`src/rtl/change_dispenser.sv`:
```
// Soda chute driver and coin payout engine for one vending transaction.
// Pays change greedily (dimes first) over req/ack and tracks hopper inventory.
module change_dispenser #(
    parameter int             CNT_W       = 8,
    parameter logic [CNT_W-1:0] NICKEL_INIT = 8'd20,
    parameter logic [CNT_W-1:0] DIME_INIT   = 8'd20,
    parameter int             ACK_TIMEOUT = 16
) (
    input  logic             i_clk,
    input  logic             i_rst,
    input  logic             i_soda,
    input  logic [2:0]       i_change,
    input  logic             i_vend_ack,
    input  logic             i_coin_ack,
    input  logic             i_refill,
    output logic             o_vend_req,
    output logic             o_dime_req,
    output logic             o_nickel_req,
    output logic             o_busy,
    output logic             o_done,
    output logic             o_short,
    output logic             o_timeout,
    output logic             o_overrun,
    output logic [CNT_W-1:0] o_nickel_cnt,
    output logic [CNT_W-1:0] o_dime_cnt
);

    localparam int WAIT_W = $clog2(ACK_TIMEOUT + 1);
    localparam logic [WAIT_W-1:0] WAIT_LAST = WAIT_W'(ACK_TIMEOUT - 1);

    typedef enum logic [2:0] {IDLE, VEND, SEL, COIN, DONE} state_t;

    state_t            state_q, state_d;
    logic [2:0]        rem_q, rem_d;
    logic [WAIT_W-1:0] wait_q, wait_d;
    logic [CNT_W-1:0]  nickel_q, nickel_d;
    logic [CNT_W-1:0]  dime_q, dime_d;
    logic              vend_req_q, vend_req_d;
    logic              dime_req_q, dime_req_d;
    logic              nickel_req_q, nickel_req_d;
    logic              busy_q, busy_d;
    logic              done_q, done_d;
    logic              short_q, short_d;
    logic              timeout_q, timeout_d;
    logic              overrun_q, overrun_d;

    always_ff @(posedge i_clk or posedge i_rst) begin
        if (i_rst) begin
            state_q      <= IDLE;
            rem_q        <= '0;
            wait_q       <= '0;
            nickel_q     <= NICKEL_INIT;
            dime_q       <= DIME_INIT;
            vend_req_q   <= 1'b0;
            dime_req_q   <= 1'b0;
            nickel_req_q <= 1'b0;
            busy_q       <= 1'b0;
            done_q       <= 1'b0;
            short_q      <= 1'b0;
            timeout_q    <= 1'b0;
            overrun_q    <= 1'b0;
        end else begin
            state_q      <= state_d;
            rem_q        <= rem_d;
            wait_q       <= wait_d;
            nickel_q     <= nickel_d;
            dime_q       <= dime_d;
            vend_req_q   <= vend_req_d;
            dime_req_q   <= dime_req_d;
            nickel_req_q <= nickel_req_d;
            busy_q       <= busy_d;
            done_q       <= done_d;
            short_q      <= short_d;
            timeout_q    <= timeout_d;
            overrun_q    <= overrun_d;
        end
    end

    always_comb begin
        state_d      = state_q;
        rem_d        = rem_q;
        wait_d       = wait_q;
        nickel_d     = nickel_q;
        dime_d       = dime_q;
        dime_req_d   = 1'b0;
        nickel_req_d = 1'b0;
        short_d      = short_q;
        timeout_d    = timeout_q;
        overrun_d    = overrun_q;

        case (state_q)
            IDLE: begin
                if (i_soda) begin
                    state_d = VEND;
                    wait_d  = '0;
                    if (i_change > 3'd4) begin
                        rem_d   = 3'd4;
                        short_d = 1'b1;
                    end else begin
                        rem_d = i_change;
                    end
                end else if (i_refill) begin
                    nickel_d = NICKEL_INIT;
                    dime_d   = DIME_INIT;
                    short_d  = 1'b0;
                end
            end
            VEND: begin
                if (i_vend_ack) begin
                    state_d = SEL;
                end else if (wait_q == WAIT_LAST) begin
                    timeout_d = 1'b1;
                    state_d   = DONE;
                end else begin
                    wait_d = wait_q + 1'b1;
                end
            end
            // Selection guards on nonzero inventory, so the counters never wrap.
            SEL: begin
                wait_d = '0;
                if (rem_q == 3'd0) begin
                    state_d = DONE;
                end else if (rem_q >= 3'd2 && dime_q != '0) begin
                    state_d    = COIN;
                    dime_req_d = 1'b1;
                end else if (nickel_q != '0) begin
                    state_d      = COIN;
                    nickel_req_d = 1'b1;
                end else begin
                    short_d = 1'b1;
                    state_d = DONE;
                end
            end
            COIN: begin
                if (i_coin_ack) begin
                    state_d = SEL;
                    if (dime_req_q) begin
                        rem_d  = rem_q - 3'd2;
                        dime_d = dime_q - CNT_W'(1);
                    end else begin
                        rem_d    = rem_q - 3'd1;
                        nickel_d = nickel_q - CNT_W'(1);
                    end
                end else if (wait_q == WAIT_LAST) begin
                    timeout_d = 1'b1;
                    state_d   = DONE;
                end else begin
                    wait_d       = wait_q + 1'b1;
                    dime_req_d   = dime_req_q;
                    nickel_req_d = nickel_req_q;
                end
            end
            DONE: begin
                state_d = IDLE;
            end
            default: begin
                state_d = IDLE;
            end
        endcase

        if (state_q != IDLE && i_soda) begin
            overrun_d = 1'b1;
        end

        vend_req_d = (state_d == VEND);
        done_d     = (state_d == DONE);
        busy_d     = (state_d != IDLE);
    end

    assign o_vend_req   = vend_req_q;
    assign o_dime_req   = dime_req_q;
    assign o_nickel_req = nickel_req_q;
    assign o_busy       = busy_q;
    assign o_done       = done_q;
    assign o_short      = short_q;
    assign o_timeout    = timeout_q;
    assign o_overrun    = overrun_q;
    assign o_nickel_cnt = nickel_q;
    assign o_dime_cnt   = dime_q;

endmodule

```
`config.mk`:
```
export PLATFORM = sky130hd
export DESIGN_NAME = change_dispenser
export DESIGN_NICKNAME = d
export VERILOG_FILES = /design/src/rtl/change_dispenser.sv
export SDC_FILE = /design/constraint.sdc
export NUM_CORES = 1
export LEC_CHECK = 0
export BUFFER_PORTS_ARGS = -buffer_cell sky130_fd_sc_hd__buf_4
export CAP_MARGIN = 20
export CORE_ASPECT_RATIO = 0.5
export CORE_MARGIN = 2
export CORE_UTILIZATION = 50
export DETAILED_ROUTE_END_ITERATION = 8
export GPL_TIMING_DRIVEN = 1
export PLACE_DENSITY = 0.8
export SKIP_LAST_GASP = 1
export SLEW_MARGIN = 20
export SYNTH_ARGS = -nofsm -noshare
export SYNTH_HDL_FRONTEND = slang
export SYNTH_SLANG_ARGS = --single-unit
```
`constraint.sdc`:
```
create_clock -name i_clk -period 3.1 [get_ports i_clk]
set_input_delay 0.31 -clock i_clk [delete_from_list [all_inputs] [get_ports i_clk]]
set_output_delay 0.31 -clock i_clk [all_outputs]
set_load 0.03 [all_outputs]
```
==> metrics.md, run 1 <==
| Metric | Value |
|---|---|
| Syn Area/Cell | 9.62 µm² |
| Final wirelength | 4210 µm |
| Largest net degree at the start of global routing | 36 |
| HPWL Detailed | 3100 µm |
| Area grow syn2layout | 18.2% |
| Power density cells | 1020 nW/µm² |
| Synth Net Count | 225 |
| Chip Height | 48.5 µm |
| Post-synthesis xor/xnor area fraction | 0.442% |
| Area after DPL | 2270 µm² |
| Post-Place Worst Slack | 0.980 ns |
| Final Max Slew Viols | 0 |
| Die Wd | 93.0 µm |
| Total power | 2.39 mW |
| CTS hold repair buffers | 0 |
| Achievable Freq | 465 MHz |
| Post-Synth Adder-Cell Area | 6.31% |
| GRT Util Overall | 20.5% |
| Mux cell area share after synthesis | 2.53% |
| Layout cells sized above 1 | 19.6% |
| Relative slew slack | 66.6% |
| Post-synthesis simple-gate area fraction | 22.9% |
| Std-Cell Rows | 16 |
| Nets@finish | 259 |
| Fin crit period | 2.15 ns |
| Most Used Layer, Global Route | met2 |
| Port Buf Inserts | 32 |
| CTS tree | built |
| Slew @ Worst Pin | 0.499 ns |
| Die footprint | 4510 µm² |
| Crit Path Class | reg -> reg |
| Met3 Usage GRT | 4.36% |
| Routed length per instance | 14.3 µm |
| Post-synth top area share | 39.1% |
| Post-route DRC | 0 |
| Clk_skew | 0.00792 ns |
| Total CTS buffers | 5 |
| # setup viols final | 0 |
| Non-Filler Instances | 294 |
| Final instance area | 2340 µm² |
| Maximum fanout along the worst path | 7 |
| Largest family of logic cells by synthesized area | simple AND/OR/NAND/NOR gates |
| Yosys top cell by area | dfrtp_1 |
| Max clock buf depth | 2 |
| Post-CTS Setup Inserts | 0 |
| Vias in the first global route | 1596 |
| RSZ-0062 raised after global routing | false |
| Top cells by count, synth | dfrtp_1 (31), inv_1 (17), nand2_1 (17), ha_1 (10) |
| Antenna-violating nets left | 0 |
| Met2 GRT Util | 33.6% |
| Max Cap Viol | 0 |
| Root Driver | clkbuf_8 |
| Period utilisation layout | 69.3% |
| Yosys reg bits | 35 |
| Post-synth ARST share | 100% |
| Starting DRT DRC Count | 116 |
| Met1 Use GR | 27.7% |
| Min-Delay Path Class | in -> async |
| Startpoint types | register |
| Clock-pin slew of the registers on the worst-case setup and hold paths | 0.07 ns |
| YS warnings | 0 |
| Mapped cell area | 1980 µm² |
| GP Congestion | 0.886 |
| Compound-Gate Fraction of Synth Area | 18.2% |
| Finished Core Util | 61.0% |
| Vias | 1670 |
| Setup WS post-layout | 0.951 ns |
| Gr ovfl total | 0 |
| Vias/cell | 5.68 |
| Core Area | 3840 µm² |
| Number of synthesized flops with an enable pin | 0 |
| Setup TNS | 0 ns |
| Critical Path End Type | register |
| Antenna violations before repair | 0 |
| Leak | 1.07 nW |
| Mapped Cells | 206 |
| I/O pins | 33 |
| Status | completed |
| Fin. Hold Viols | 0 |
| Critical path data required time | 3.32 ns |
| Critical path arrival | 2.37 ns |
| Worst vdd ir | 325 µV |
| Global-route wire length before repair | 7300 µm |
| Ranking of synthesized cells by area | dfrtp_1 (39%), ha_1 (6.3%), dfstp_2 (5.3%), inv_1 (3.2%), nand2_1 (3.2%) |
| Post-Place Cells | 287 |
| Drt pass-1 iters | 4 |
| Post-CTS resize count | 0 |
| Ys flop type | dfrtp_1 |
| Initial core utilization | 51.6% |
| Ant. Diodes | 0 |
| Count leader, synth | dfrtp_1 |
| Hold WS | 0.114 ns |
| Latest clock arrival within the worst-skew pair | 0.29 ns |
| CTS HTree Levels | 2 |
| Seq/Total Area, Yosys | 44.4% |
| CTS sink count | 35 |
| Post-synthesis cell type count | 50 |
==> critical path, stage by stage (launching register included) <==
cell	delay (ns)
dfrtp_1	0.41
ha_1	0.24
and3_1	0.19
ha_1	0.24
a21oi_1	0.16
o211ai_1	0.23
or4_1	0.53
nand3_1	0.09
==> routing by layer <==
layer	share of wire [%]	routed length [µm]
met5	0	0
met4	1.4	59
met3	4.9	208
met2	47	2000
met1	46	1950
==> logic make-up after synthesis <==
kind of cell               Yosys count
and+or+nand+nor                     77
AOI/OAI and AO/OA                   54
DFF                                 35
buffers and inverters               24
adders and majority gates           10
muxes                                5
xor gates and xnor gates             1
==> final cells by class <==
class,count,area (µm²)
clock buffers,7,76.3
flip-flops and latches,35,881
well taps,54,67.6
multi-input cells,147,1000
repair buffers,34,255
fillers,332,1500
inverters,17,63.8
==> report_power, final <==
group	switching (mW)	internal, mW	total (mW)
logic	0.748	0.485	1.23
clock network	0.158	0.155	0.312
registers	0.207	0.642	0.849
==> worst paths after layout <==
path	start	end	slack, ns	cells after the start
worst max-delay path	wait_q[0]	wait_q[3]	0.95	7
worst min-delay path	i_rst	state_q[0]	0.11	3
worst max register to register	wait_q[0]	wait_q[3]	0.95	7
worst min register to register	o_timeout	o_timeout	0.48	1
max in group asynchronous	i_rst	o_nickel_cnt[4]	2.65	3
min in group i_clk	i_soda	o_overrun	0.32	3
==> cells in the final DEF, fill, tap and decap left out, drive strengths merged, types with 7 or more instances in the layout <==
cell type   n
a21oi       9
ha         10
clkbuf      7
dfrtp      31
or4         7
nand2      17
buf        34
o21ai      17
nand3       9
or3         7
inv        17
==> sequential cells by signal, indices dropped and copies added (netlist names), 3 cells and up <==
name and flops:
state_q 3, o_dime_cnt 8, rem_q 3, wait_q 5
o_nickel_cnt 8
(Power assumes the default switching activity.)
==> run 2: changes to the inputs <==
- ABC_AREA: unset -> 1
- PLACE_DENSITY: 0.8 -> 0.82
- clock period: 3.1 -> 1.9 ns (I/O delays scaled with it)
==> metrics.md, run 2 <==
| Metric | Value |
|---|---|
| Status | completed (unchanged) |
| Most frequent cells in the layout | nand2_1 (69), inv_1 (39), buf_4 (35) (was buf_4 (34), dfrtp_1 (31), nand2_1 (17), inv_1 (17), ha_1 (10)) |
| GRT Util Overall | 21.8% (was 20.5%) |
| Total CTS buffers | 5 (unchanged) |
| Std-Cell Rows | 17 (was 16) |
| Maximum fanout along the worst path | 7 (unchanged) |
| Vias/cell | 5.14 (was 5.68) |
| Achievable Freq | 562 MHz (was 465 MHz) |
| Vias | 1964 (was 1670) |
| Starting DRT DRC Count | 115 (was 116) |
| Syn Area/Cell | 7.79 µm² (was 9.62 µm²) |
| Crit Path Class | reg -> reg (unchanged) |
| Area after DPL | 2540 µm² (was 2270 µm²) |
| Antenna-violating nets left | 0 (unchanged) |
| Share of total power in the clock network | 10.6% (was 13.1%) |
| Share of power burned in registers | 27.9% (was 35.5%) |
| Root Driver | clkbuf_8 (unchanged) |
| Slowest CP cell | dfrtp_1 (was or4_1) |
| Critical path arrival | 1.97 ns (was 2.37 ns) |
| HPWL Detailed | 3720 µm (was 3100 µm) |
| CTS hold repair buffers | 0 (unchanged) |
| Mapped cell area | 2210 µm² (was 1980 µm²) |
| Ant. Diodes | 0 (unchanged) |
| Max clock buf depth | 2 (unchanged) |
| Port Buf Inserts | 32 (unchanged) |
| Post-synthesis cell type count | 32 (was 50) |
| Startpoint types | register (unchanged) |
| Slew @ Worst Pin | 0.451 ns (was 0.499 ns) |
| Cell family with most CP delay | simple AND/OR/NAND/NOR gates (unchanged) |
| Clk_skew | 0.00552 ns (was 0.00792 ns) |
| Initial core utilization | 51.3% (was 51.6%) |
| CTS tree | built (unchanged) |
| Leak | 1.44 nW (was 1.07 nW) |
| CP bufs+invs | 0 (unchanged) |
| Post-Place Cells | 375 (was 287) |
| Mapped Cells | 284 (was 206) |
| Core Area | 4320 µm² (was 3840 µm²) |
| Yosys top cell by area | dfrtp_1 (unchanged) |
| Drt pass-1 iters | 5 (was 4) |
| Nets@finish | 344 (was 259) |
| Fill cells | 396 (was 332) |
| Synth Net Count | 303 (was 225) |
| Seq/Total Area, Yosys | 39.8% (was 44.4%) |
| Sw Ratio | 52.0% (was 46.5%) |
| Ys flop type | dfrtp_1 (unchanged) |
| Vias in the first global route | 1884 (was 1596) |
| CP Cell Sequence | ha_1, and3_1, ha_1, a21oi_1, nand2_2, nor2_4, nand3_1, nand2_1, nor2_1 (was ha_1, and3_1, ha_1, a21oi_1, o211ai_1, or4_1, nand3_1) |
| Critical path data required time | 2.09 ns (was 3.32 ns) |
| Post-CTS Setup Inserts | 0 (unchanged) |
| Clock-pin slew of the registers on the worst-case setup and hold paths | 0.07 ns (about the same) |
| Max Cap Viol | 0 (unchanged) |
| RSZ-0062 raised after global routing | false (unchanged) |
| Fin crit period | 1.78 ns (was 2.15 ns) |
| Switch Pwr | 2.56 mW (was 1.11 mW) |
| Non-Filler Instances | 382 (was 294) |
| Max stage delay on crit path | 0.38 ns (was 0.53 ns) |
| Fin. Hold Viols | 0 (unchanged) |
| Top cells by count, synth | nand2_1 (69), inv_1 (39), dfrtp_1 (31), nor2_1 (30), nand3_1 (19) (was dfrtp_1 (31), inv_1 (17), nand2_1 (17), ha_1 (10)) |
| Final instance area | 2620 µm² (was 2340 µm²) |
| Count leader, synth | nand2_1 (was dfrtp_1) |
| CTS HTree Levels | 2 (unchanged) |
| Total power | 4.93 mW (was 2.39 mW) |
| Area grow syn2layout | 18.2% (about the same) |
| Logic pwr share | 61.5% (was 51.5%) |
| Chip Height | 51.0 µm (was 48.5 µm) |
| Final Max Slew Viols | 0 (unchanged) |
| Yosys reg bits | 35 (unchanged) |
| GP Congestion | 0.906 (was 0.886) |
| Antenna violations before repair | 0 (unchanged) |
| Largest net degree at the start of global routing | 36 (unchanged) |
| Ranking of synthesized cells by area | dfrtp_1 (35%), nand2_1 (12%), inv_1 (6.6%), ha_1 (5.7%), nor2_1 (5.1%) (was dfrtp_1 (39%), ha_1 (6.3%), dfstp_2 (5.3%), inv_1 (3.2%), nand2_1 (3.2%)) |
| Finished Core Util | 60.6% (was 61.0%) |
| Routed length per instance | 13.0 µm (was 14.3 µm) |
| I/O pins | 33 (unchanged) |
| Global-route wire length before repair | 8420 µm (was 7300 µm) |
| Relative slew slack | 69.9% (was 66.6%) |
| # setup viols final | 0 (unchanged) |
| Post-CTS resize count | 0 (unchanged) |
| Final wirelength | 4960 µm (was 4210 µm) |
| Post-synth ARST share | 100% (unchanged) |
| Worst vdd ir | 600 µV (was 325 µV) |
| Latest clock arrival within the worst-skew pair | 0.30 ns (was 0.29 ns) |
| Die footprint | 5010 µm² (was 4510 µm²) |
| Internal power | 2.37 mW (was 1.28 mW) |
| Post-route DRC | 0 (unchanged) |
| Most common cell after layout, fill and taps aside | nand2_1 (was buf_4) |
| Min-Delay Path Class | in -> async (unchanged) |
| Post-synth top area share | 35.0% (was 39.1%) |
| Most numerous cell on the critical path | ha_1 (unchanged) |
| Period utilisation layout | 93.6% (was 69.3%) |
| Die Wd | 98.1 µm (was 93.0 µm) |
| Critical Path End Type | register (unchanged) |
| CTS sink count | 35 (unchanged) |
| YS warnings | 0 (unchanged) |
| Layout cells sized above 1 | 22.5% (was 19.6%) |
| Number of synthesized flops with an enable pin | 0 (unchanged) |
| Setup TNS | 0 ns (unchanged) |
| Gr ovfl total | 0 (unchanged) |
| Power density cells | 1880 nW/µm² (was 1020 nW/µm²) |
-- run 2: worst paths after layout --
check                            from         endpoint  slack, ns  cells after the start
setup / recovery            wait_q[0]        wait_q[3]       0.12                      9
hold / removal                  i_rst    o_dime_cnt[1]      0.004                      3
setup reg to reg            wait_q[0]        wait_q[3]       0.12                      9
hold reg to reg             o_timeout        o_timeout       0.47                      1
max in group asynchronous       i_rst  o_nickel_cnt[4]       1.55                      3
min in group i_clk         i_vend_ack       o_vend_req       0.12                      2
-- run 2: area by class of cell --
type	instances	area (µm²)	share of cell area [%]
Multi-Input combinational cell	203	1150	44.0
Timing Repair Buffer	35	263	10.0
Sequential cell	35	881	33.7
Inverter	45	174	6.65
Tap cell	57	71.3	2.73
Clock buffer	7	76.3	2.92
-- run 2: worst register-to-register path, stage by stage, from the launching register on --
cell	delay, ns
dfrtp_1	0.38
ha_1	0.23
and3_1	0.19
ha_1	0.23
a21oi_1	0.19
nand2_2	0.10
nor2_4	0.17
nand3_1	0.09
nand2_1	0.06
nor2_1	0.04
-- run 2: kinds of logic (layout without fill, tap and decap cells) --
logic type / count (synthesis) / after routing / synth area share [%]
fa+ha+maj: 10 / 10 / 5.65
simple gates: 148 / 148 / 32.6
xor+xnor: 12 / 12 / 4.75
compound gates: 33 / 33 / 9.04
flops: 35 / 35 / 39.8
buf+inv: 46 / 87 / 8.20
-- run 2: metal layers --
metal  vias up  track usage [%]  wire [µm]
met1       940             28.3       2340
met5         -                0          0
li1        983                -          -
met3         8             4.38        200
met2        33             36.2       2350
met4         0             9.49         72
-- run 2: power groups by stage --
stage	clock network [mW]	registers, mW	logic (mW)
finish	0.521	1.38	3.03
detailed placement	0	1.39	3.01
global placement	0	1.38	2.91
floorplan	0	1.72	1.86
CTS	0.526	1.37	3.02
global route	0.560	1.42	3.36
-- run 2: per-stage QoR --
step	hold slack, ns	setup slack (ns)
2_1_floorplan	0.286	0.261
3_3_place_gp	0.318	0.211
3_5_place_dp	0.340	0.132
4_1_cts	0.0251	0.117
5_1_grt	0.0569	0.0112
6_report	0.00385	0.122
==> run 3: changes to the inputs <==
- ABC_CLOCK_PERIOD_IN_PS: unset -> 1900
- CORE_MARGIN: 2 -> 3
==> metrics.md, run 3 (same netlist as run 2, synthesis figures left out) <==
| Metric | Value |
|---|---|
| CTS sink count | 35 (unchanged) |
| Port Buf Inserts | 32 (unchanged) |
| Setup WS post-layout | 0.119 ns (was 0.122 ns) |
| Finished Core Util | 64.1% (was 60.6%) |
| Root Driver | clkbuf_8 (unchanged) |
| Critical Path End Type | register (unchanged) |
| Die footprint | 5310 µm² (was 5010 µm²) |
| GRT Util Overall | 20.6% (was 21.8%) |
| Setup TNS | 0 ns (unchanged) |
| I/O pins | 33 (unchanged) |
| Total CTS buffers | 5 (unchanged) |
| Share of total power in the clock network | 10.8% (was 10.6%) |
| Post-route DRC | 0 (unchanged) |
| Internal power | 2.37 mW (about the same) |
| Status | complete, but fails checks (was completed) |
| Vias/cell | 5.14 (about the same) |
| Period utilisation layout | 93.7% (was 93.6%) |
| Std-Cell Rows | 16 (was 17) |
| Logic pwr share | 61.2% (was 61.5%) |
| Relative slew slack | 69.9% (about the same) |
| Fin crit period | 1.78 ns (about the same) |
| Core Area | 4080 µm² (was 4320 µm²) |
| Initial core utilization | 54.2% (was 51.3%) |
| Routed length per instance | 12.8 µm (was 13.0 µm) |
| Global-route wire length before repair | 8280 µm (was 8420 µm) |
| Slowest CP cell | dfrtp_1 (unchanged) |
| Latest clock arrival within the worst-skew pair | 0.30 ns (about the same) |
| Vias in the first global route | 1825 (was 1884) |
| Chip Height | 53.0 µm (was 51.0 µm) |
| Switch Pwr | 2.55 mW (was 2.56 mW) |
| Maximum fanout along the worst path | 7 (unchanged) |
| Antenna violations before repair | 0 (unchanged) |
| Area grow syn2layout | 18.3% (was 18.2%) |
| Most numerous cell on the critical path | ha_1 (unchanged) |
| Leak | 1.44 nW (about the same) |
| Largest net degree at the start of global routing | 36 (unchanged) |
| Nets@finish | 344 (unchanged) |
| Max stage delay on crit path | 0.40 ns (was 0.38 ns) |
| Critical path data required time | 2.08 ns (was 2.09 ns) |
| CP Cell Sequence | ha_1, and3_1, ha_1, a21oi_1, nand2_2, nor2_4, nand3_1, nand2_1, nor2_1 (unchanged) |
| Most common cell after layout, fill and taps aside | nand2_1 (unchanged) |
| HPWL Detailed | 3660 µm (was 3720 µm) |
| Critical path arrival | 1.96 ns (was 1.97 ns) |
| Clock-pin slew of the registers on the worst-case setup and hold paths | 0.07 ns (about the same) |
| Clk_skew | 0.00967 ns (was 0.00552 ns) |
| Sw Ratio | 51.8% (was 52.0%) |
| Slew @ Worst Pin | 0.452 ns (was 0.451 ns) |
| CTS hold repair buffers | 0 (unchanged) |
| Drt pass-1 iters | 5 (unchanged) |
| Crit Path Class | reg -> reg (unchanged) |
| Hold WS | -0.00672 ns (was 0.00385 ns) |
| Max clock buf depth | 2 (unchanged) |
| GP Congestion | 0.899 (was 0.906) |
| Max Cap Viol | 0 (unchanged) |
| Starting DRT DRC Count | 79 (was 115) |
| Failing checks | hold timing |
| Share of power burned in registers | 28.0% (was 27.9%) |
| RSZ-0062 raised after global routing | false (unchanged) |
| Post-CTS resize count | 0 (unchanged) |
| Most frequent cells in the layout | nand2_1 (69), inv_1 (39), buf_4 (35) (unchanged) |
| CTS tree | built (unchanged) |
| Layout cells sized above 1 | 22.7% (was 22.5%) |
| Vias | 1952 (was 1964) |
| Worst vdd ir | 875 µV (was 600 µV) |
| Post-Place Worst Slack | 0.113 ns (was 0.132 ns) |
| Fin. Hold Viols | 8 (was 0) |
| Final wirelength | 4850 µm (was 4960 µm) |
| Final Max Slew Viols | 0 (unchanged) |
| Power density cells | 1880 nW/µm² (about the same) |
| CTS HTree Levels | 2 (unchanged) |
| Post-CTS Setup Inserts | 0 (unchanged) |
| Gr ovfl total | 0 (unchanged) |
| # setup viols final | 0 (unchanged) |
| Ant. Diodes | 0 (unchanged) |
| Achievable Freq | 562 MHz (about the same) |
| Min-Delay Path Class | in -> async (unchanged) |
| Startpoint types | register (unchanged) |
| Antenna-violating nets left | 0 (unchanged) |
| Die Wd | 100 µm (was 98.1 µm) |
run 3: cell types whose count changed in the layout (fill, tap and decap cells not counted), sizes merged:
cell / change
clkinv: +1
run 3: final timing paths:
path	startpoint	to	slack, ns	cells past startpoint
worst max-delay path	wait_q[0]	wait_q[3]	0.12	9
worst min-delay path	i_rst	o_timeout	-0.007	3
worst max register to register	wait_q[0]	wait_q[3]	0.12	9
worst min register to register	o_timeout	o_timeout	0.48	1
max in group asynchronous	i_rst	o_nickel_cnt[2]	1.56	3
min in group i_clk	i_vend_ack	o_vend_req	0.12	2
run 3: cell type report:
class,count,area [µm²]
clock buffer,7,76.3
sequential,35,881
clock inverter,1,5.00
tap,54,67.6
timing repair buffer,35,263
multi-input combinational,203,1150
fill,353,1470
inverter,45,174
run 3: power groups by stage:
stage | logic, mW | registers (mW) | clock network, mW
detailed placement | 3.00 | 1.39 | 0
floorplan | 1.86 | 1.72 | 0
finish | 3.02 | 1.38 | 0.530
global route | 3.36 | 1.43 | 0.574
CTS | 3.02 | 1.38 | 0.542
global placement | 2.91 | 1.38 | 0
run 3: layer usage:
metal	vias to the layer above	part of all wire (%)	global-route usage [%]
met3	4	6.6	5.13
met2	63	45	32.8
li1	990	-	-
met1	895	47	27.1
met5	-	0	0
met4	0	1.0	8.28
run 3: through the flow:
| step | std cells | power, mW | cell area [µm²] |
|---|---|---|---|
| after global placement | 372 | 4.29 | 2540 |
| after detailed placement | 372 | 4.39 | 2540 |
| final | 380 | 4.93 | 2620 |
| after global routing | 380 | 5.36 | 2620 |
| after floorplan | 284 | 3.58 | 2210 |
| after CTS | 380 | 4.95 | 2620 |
run 3: worst max-delay path: cells and delay by family, from the launching register on:
family                     cells  cell delay [ns]
AOI/OAI and AO/OA              1             0.18
adders and majority gates      2             0.45
DFF                            1             0.40
and+or+nand+nor                6             0.65
